File: src/rtl/peak_counter_readout.sv
// Readout sequencer for the peak counter PISO: loads the shift register once, then streams
// a framed byte sequence (header, overflow flags, count bytes) over a valid/ready handshake.
//
// state | meaning
// IDLE  | waiting for start_in
// LOAD  | PISO load pulse, overflow flags captured, header staged into the output register
// HDR   | header byte presented
// OVF   | overflow byte cnt presented (LSB byte first)
// DATA  | count byte cnt presented (cnt = count bytes taken from the PISO so far)
// DONE  | one-cycle completion pulse, start_in ignored
module peak_counter_readout #(
  parameter int         CNTR_DEPTH  = 24,
  parameter int         CNTR_WIDTH  = 8,
  parameter logic [7:0] HEADER_BYTE = 8'hA5
) (
  input  logic                  clk,
  input  logic                  rst,
  input  logic                  start_in,
  input  logic [CNTR_WIDTH-1:0] count_in,
  input  logic [CNTR_DEPTH-1:0] overflow_in,
  output logic                  sreg_load_en,
  output logic                  sreg_shift_en,
  output logic [7:0]            tx_data_out,
  output logic                  tx_vld_out,
  input  logic                  tx_rdy_in,
  output logic                  busy_out,
  output logic                  done_out
);

  localparam int NOVF = (CNTR_DEPTH + 7) / 8;
  localparam int CW   = $clog2(CNTR_DEPTH + 1);
  localparam logic [CW-1:0] CNT_LAST = CW'(CNTR_DEPTH);
  localparam logic [CW-1:0] OVF_LAST = CW'(NOVF - 1);

  if (CNTR_WIDTH != 8) begin : g_width_check
    $error("peak_counter_readout supports CNTR_WIDTH == 8 only");
  end

  typedef enum logic [2:0] {S_IDLE, S_LOAD, S_HDR, S_OVF, S_DATA, S_DONE} state_t;

  state_t              state, state_nxt;
  logic [CW-1:0]       cnt;
  logic [CNTR_DEPTH-1:0] ovf_cap;
  logic [NOVF*8-1:0]   ovf_pad;
  logic [CW-1:0]       ovf_idx;
  logic [7:0]          ovf_byte;
  logic                take;

  // Output register may be refilled when it is empty or its byte transfers this edge.
  assign take = ~tx_vld_out | tx_rdy_in;

  always_comb begin
    ovf_pad = '0;
    ovf_pad[CNTR_DEPTH-1:0] = ovf_cap;
    ovf_idx = (state == S_OVF) ? cnt + 1'b1 : '0;
    ovf_byte = 8'(ovf_pad >> {ovf_idx, 3'b000});
  end

  always_ff @(posedge clk) begin
    if (rst) state <= S_IDLE;
    else     state <= state_nxt;
  end

  always_comb begin
    state_nxt = state;
    case (state)
      S_IDLE: if (start_in) state_nxt = S_LOAD;
      S_LOAD: state_nxt = S_HDR;
      S_HDR:  if (take) state_nxt = S_OVF;
      S_OVF:  if (take && cnt == OVF_LAST) state_nxt = S_DATA;
      S_DATA: if (take && cnt == CNT_LAST) state_nxt = S_DONE;
      S_DONE: state_nxt = S_IDLE;
      default: state_nxt = S_IDLE;
    endcase
  end

  always_comb begin
    sreg_load_en  = (state == S_LOAD);
    sreg_shift_en = take & (((state == S_OVF) && (cnt == OVF_LAST)) ||
                            ((state == S_DATA) && (cnt != CNT_LAST)));
    busy_out      = (state == S_LOAD) || (state == S_HDR) ||
                    (state == S_OVF)  || (state == S_DATA);
    done_out      = (state == S_DONE);
  end

  always_ff @(posedge clk) begin
    if (rst) begin
      ovf_cap     <= '0;
      cnt         <= '0;
      tx_data_out <= '0;
      tx_vld_out  <= 1'b0;
    end else begin
      case (state)
        S_LOAD: begin
          ovf_cap     <= overflow_in;
          tx_data_out <= HEADER_BYTE;
          tx_vld_out  <= 1'b1;
          cnt         <= '0;
        end
        S_HDR: if (take) tx_data_out <= ovf_byte;
        S_OVF: if (take) begin
          if (cnt == OVF_LAST) begin
            tx_data_out <= 8'(count_in);
            cnt         <= CW'(1);
          end else begin
            tx_data_out <= ovf_byte;
            cnt         <= cnt + 1'b1;
          end
        end
        S_DATA: if (take) begin
          if (cnt == CNT_LAST) begin
            tx_vld_out <= 1'b0;
          end else begin
            tx_data_out <= 8'(count_in);
            cnt         <= cnt + 1'b1;
          end
        end
        default: ;
      endcase
    end
  end

endmodule

File: config.mk
export PLATFORM = sky130hd
export DESIGN_NAME = peak_counter_readout
export DESIGN_NICKNAME = d
export VERILOG_FILES = /design/src/rtl/peak_counter_readout.sv
export SDC_FILE = /design/constraint.sdc
export NUM_CORES = 1
export LEC_CHECK = 0
export ABC_AREA = 1
export ABC_CLOCK_PERIOD_IN_PS = 1800
export CORE_ASPECT_RATIO = 0.5
export CORE_MARGIN = 5
export CORE_UTILIZATION = 47
export CTS_BUF_LIST = sky130_fd_sc_hd__clkbuf_8
export DETAILED_ROUTE_END_ITERATION = 10
export GPL_TIMING_DRIVEN = 0
export PLACE_DENSITY = 0.78
export SLEW_MARGIN = 20
export SYNTH_ARGS = -nofsm -noshare
export SYNTH_HDL_FRONTEND = slang
export SYNTH_SLANG_ARGS = --single-unit
File: constraint.sdc
create_clock -name clk -period 1.8 [get_ports clk]
set_input_delay 0.36 -clock clk [delete_from_list [all_inputs] [get_ports clk]]
set_output_delay 0.36 -clock clk [all_outputs]
set_load 0.03 [all_outputs]
## Word-level counts from Yosys, hierarchy flattened

Cells that the tools add are included.

| cells by class | value |
|---|---|
| add/subtract/negate cells | 1 |
| $mul | 0 |
| divide/modulo/power cells | 0 |
| $lt $le $gt $ge | 0 |
| eq/ne operators | 16 |
| shift-type cells | 1 |
| muxes and demuxes | 20 |
| bitwise operators | 3 |
| reduce and logical (&&, ||, !) cells | 16 |

Operator list:

| cell | count |
|---|---|
| $mux W8 | 5 |
| $pmux W8 S4 | 1 |
| $mux W5 | 5 |
| $shr A24 B8 Y8 | 1 |
| $ne A2 B2 Y1 const B | 8 |
| $pmux W3 S5 | 1 |
| $pmux W5 S3 | 1 |
| $mux W3 | 4 |
| $reduce_and A4 Y1 | 2 |
| $eq A3 B2 Y1 const B | 2 |
| $eq A3 B3 Y1 const B | 2 |
| $add A5 B1 Y5 const B | 1 |
| $eq A5 B2 Y1 const B | 1 |
| $eq A5 B5 Y1 const B | 1 |
| $ne A5 B5 Y1 const B | 1 |
| $reduce_and A5 Y1 | 1 |
| $logic_and A1 B1 Y1 | 4 |
| $logic_or A1 B1 Y1 | 4 |
| $reduce_bool A4 Y1 | 1 |
| $eq A3 B1 Y1 const B | 1 |
| $logic_not A3 Y1 | 1 |
| $reduce_and A3 Y1 | 1 |
| $reduce_bool A3 Y1 | 1 |
| $mux W1 | 2 |
| 5 further kinds | 5 |

| word-level totals | value |
|---|---|
| bits in registers | 41 |
| bits in latches | 0 |
| memory bits (writable) | 0 |
| bits in read-only memories | 0 |
| bits of input ports | 36 |
| output and inout port bits | 13 |
| logic and storage cells | 62 |
| memories | 0 |

## Longest topological paths before layout

| depth | value |
|---|---|
| depth in word-level cells | 6 |
| mapped depth | 12 |
| depth with buffers taken out | 11 |

## Least setup slack after synthesis

Ideal clock, no wire load.

| timing | value |
|---|---|
| path type | reg-to-output |
| from | register cnt[0] |
| to | output port sreg_shift_en |
| arrival | 1.507 ns |
| required time | 1.440 ns |
| slack | -0.067 ns |
| stages on the path, launching flop included | 7 |
| buffers on the path | 1 |
| path through | dfxtp_1 -> buf_2 -> inv_2 -> ha_1 -> nand4_1 -> nand2_1 -> a21oi_1 |

| between the ends | value |
|---|---|
| longest elaborated chain between the ends | 4 |
| elaborated cells on any way between the ends | 6 |
| those cells by class | 2 x eq/ne; 1 x bitwise; 3 x reduce/logical |

RTL lines:

| element | RTL line | RTL |
|---|---|---|
| start, declared | 42 | `logic [CW-1:0] cnt;` |
| start signal, assigned | 107 | `cnt <= cnt + 1'b1;` |
| start signal, assigned | 115 | `cnt <= cnt + 1'b1;` |
| $eq A5 B2 Y1 / $ne A5 B5 Y1 (equally long branches) | 79, 80 |  |
| $logic_and A1 B1 Y1, on equally long branches | 79, 80 |  |
| $logic_or A1 B1 Y1 (*) | 79 | `sreg_shift_en = take & (((state == S_OVF) && (cnt == OVF_LAST)) \|\|` |
| $and A1 B1 Y1 (*) | 79 |  |
| end, declared | 22 | `output logic sreg_shift_en,` |

Mark *: on every way between the ends. The rest lies on a longest branch, timed or not.

## Final worst setup path

Same ends and word-level chain as after synthesis.

==> impl_metrics.json <==
{
  "status": "finished, violations left",
  "violations": "negative setup slack",
  "grt_antenna_before_repair": 0,
  "hpwl_um": 4240,
  "cap_violations": 0,
  "fmax_ghz": 0.524,
  "cts_hold_buf": 0,
  "ant_nets": 0,
  "max_stage_delay_ns": 0.34,
  "slew_violations": 0,
  "die_area_sq_um": 6140,
  "syn_inst": 306,
  "placed_area_sq_um": 2710,
  "die_y_um": 58.0,
  "clk_path_buf_depth": 2,
  "drive_gt1_share_pct": 18.6,
  "dr.pass1.iters": 4,
  "numPortBuffers": 47,
  "synth.distinct_cells": 29,
  "clock-sinks": 41,
  "ir_worst_vdd_mv": 0.563,
  "routed_via_density": 5.33,
  "htree_levels": 2,
  "worst_pin_slew_ns": 0.483,
  "cpMaxStageDelayCell": "dfxtp_2",
  "synth_area_leader_cell": "dfxtp_1",
  "critical_path_required_ns": 1.44,
  "synth.most_common_cell": "nand2_1",
  "end_kind": "primary output",
  "overflow": 0,
  "wl_um": 5940,
  "final.setup.worst_slack_ns": -0.109,
  "rsz0062_at_grt": "yes",
  "fin_area_sq_um": 2970,
  "drtIter0Drc": 127,
  "worstPathCellList": "buf_8 -> inv_8 -> ha_4 -> nand4_1 -> inv_1 -> nand2_2 -> a21oi_2 -> buf_6",
  "fin_crit_ns": 1.91,
  "fillers": 375,
  "async_reset_ff_share_pct": 0,
  "final_cells": 428,
  "drc": 0,
  "syn_nets": 345,
  "synth_top_cell_area_share_pct": 38.0,
  "rows": 17,
  "seq_area_frac_synth_pct": 38.0,
  "wl_per_cell_um": 13.9,
  "core_area_sq_um": 4420,
  "hold_path_class": "in -> reg",
  "yosys-top-cells-count": "nand2_1 (46), dfxtp_1 (41), o21ai_0 (39), inv_1 (36)",
  "ys_warn_count": 0,
  "ys_ff_latch": 41,
  "ys_top_cells_by_area": "dfxtp_1 (38%), o21ai_0 (9.0%), nand2_1 (8.0%), a21oi_1 (7.9%), inv_1 (6.3%)",
  "synth_edf_count": 0,
  "num_antenna_cells": 0,
  "crit_family": "buffers and inverters",
  "clockRootBuffer": "clkbuf_8",
  "tns_ns": -0.109,
  "setup_violations": 1,
  "ioPinCount": 49,
  "grt_pass1_wl_um": 9560,
  "path_max_fanout": 4,
  "slew_headroom_pct": 67.8,
  "pre_cts_ws_ns": -0.557,
  "avgSynthCellArea_sq_um": 7.07,
  "cts_buffers": 5,
  "grt_pass1_vias": 2133,
  "skew_ns": 0.00753,
  "synth_ff_type": "dfxtp_1",
  "clk_pin_slew_worst_paths_ns": 0.09,
  "crit_arrival_ns": 1.55,
  "pwr_density_cell_nw_per_um2": 1550,
  "grt_max_degree": 14,
  "initial_core_util_pct": 48.9,
  "vias": 2281,
  "fin_crit_sh_pct": 106,
  "cts_tree": "done",
  "critPathLaunchType": "flop",
  "syn_to_final_growth_pct": 37.5,
  "final_nets": 409,
  "crit_buf_inv": 4,
  "p_leak_nw": 1.32,
  "place_congestion": 0.937,
  "setup.worst_path.class": "reg -> out",
  "placed_cells": 410,
  "fin_util_pct": 67.2,
  "fp.dieW_um": 106,
  "synth_area_sq_um": 2160,
  "hold_viol": 0,
  "grtUsageTotal_pct": 19.6,
  "insertion_delay_ns": 0.31
}
through the flow:
| stage | hold WS [ns] | power, mW |
|---|---|---|
| floorplan | 0.424 | 2.97 |
| global placement | 0.448 | 3.54 |
| detailed placement | 0.458 | 3.59 |
| CTS | 0.449 | 4.47 |
| global route | 0.484 | 4.94 |
| finish | 0.444 | 4.61 |
cell type report:
type / count / area, sq um / share of cell area, %
multi-input cells: 210 / 1160 / 38.9
flip-flops and latches: 41 / 825 / 27.7
repair buffers: 57 / 534 / 18.0
inverters: 42 / 175 / 5.89
plain buffers: 13 / 98.8 / 3.32
well taps: 57 / 71.3 / 2.40
clock buffers: 5 / 68.8 / 2.31
clock inverters: 3 / 42.5 / 1.43
sequential cells by signal (all words and copies together) (netlist names):
signal       flops
ovf_cap         24
cnt              5
tx_data_out      8
tx_vld_out       1
state            3
placed cells by master (no fill, tap or decap), drive strengths merged, types with 2 or more instances in the layout:
| master | instances |
|---|---|
| a211oi | 4 |
| a21oi | 35 |
| buf | 22 |
| clkbuf | 10 |
| clkdlybuf4s50 | 43 |
| clkinv | 2 |
| dfxtp | 41 |
| ha | 3 |
| inv | 42 |
| nand2 | 59 |
| nand3 | 19 |
| nand4 | 5 |
| nor2 | 37 |
| nor3 | 2 |
| o21ai | 41 |
| o31ai | 2 |
where the power goes:
part,switching (mW),total [mW],internal [mW],leakage (nW)
Combinational,1.49,2.41,0.921,0.922
Clock,0.350,0.760,0.411,0.0595
Sequential,0.182,1.44,1.26,0.339
logic make-up (layout without fill, tap and decap cells):
logic type | Yosys count | after routing | synth area share, %
XOR/XNOR | 1 | 1 | 0.405
AO/OA/AOI/OAI | 84 | 84 | 21.0
flip-flops | 41 | 41 | 38.0
adder cells (fa/ha/maj) | 3 | 3 | 1.74
buffers and inverters | 55 | 120 | 11.3
AND/OR/NAND/NOR | 122 | 122 | 27.5
path summary, 6_finish.rpt:
check | from | endpoint | slack (ns) | cells after the start
setup reg to reg | state[1]$_SDFFE_PP0P_ | tx_data_out[6]$_SDFFE_PP0P_ | 0.05 | 13
hold / removal | rst | cnt[4]$_SDFFE_PP0P_ | 0.44 | 2
hold reg to reg | ovf_cap[4]$_SDFFE_PP0P_ | ovf_cap[4]$_SDFFE_PP0P_ | 0.46 | 2
setup / recovery | cnt[0]$_SDFFE_PP0P_ | sreg_shift_en | -0.11 | 8
timing repair:
action                     CTS  global route
pin swaps                    4             3
buffers inserted             6             4
gates resized for setup     34            18
cloned                       0             0
setup endpoints to repair   17            15
per-layer routing:
layer  share of wire, %  up-vias  GRT usage [%]
met5                  0        -              0
met4                1.4        0           6.64
met3                6.2        9           4.34
met2                 49       74           32.6
met1                 44     1072           25.6
li1                   -     1126              -
Note: power is estimated with default switching activity, not from simulation.
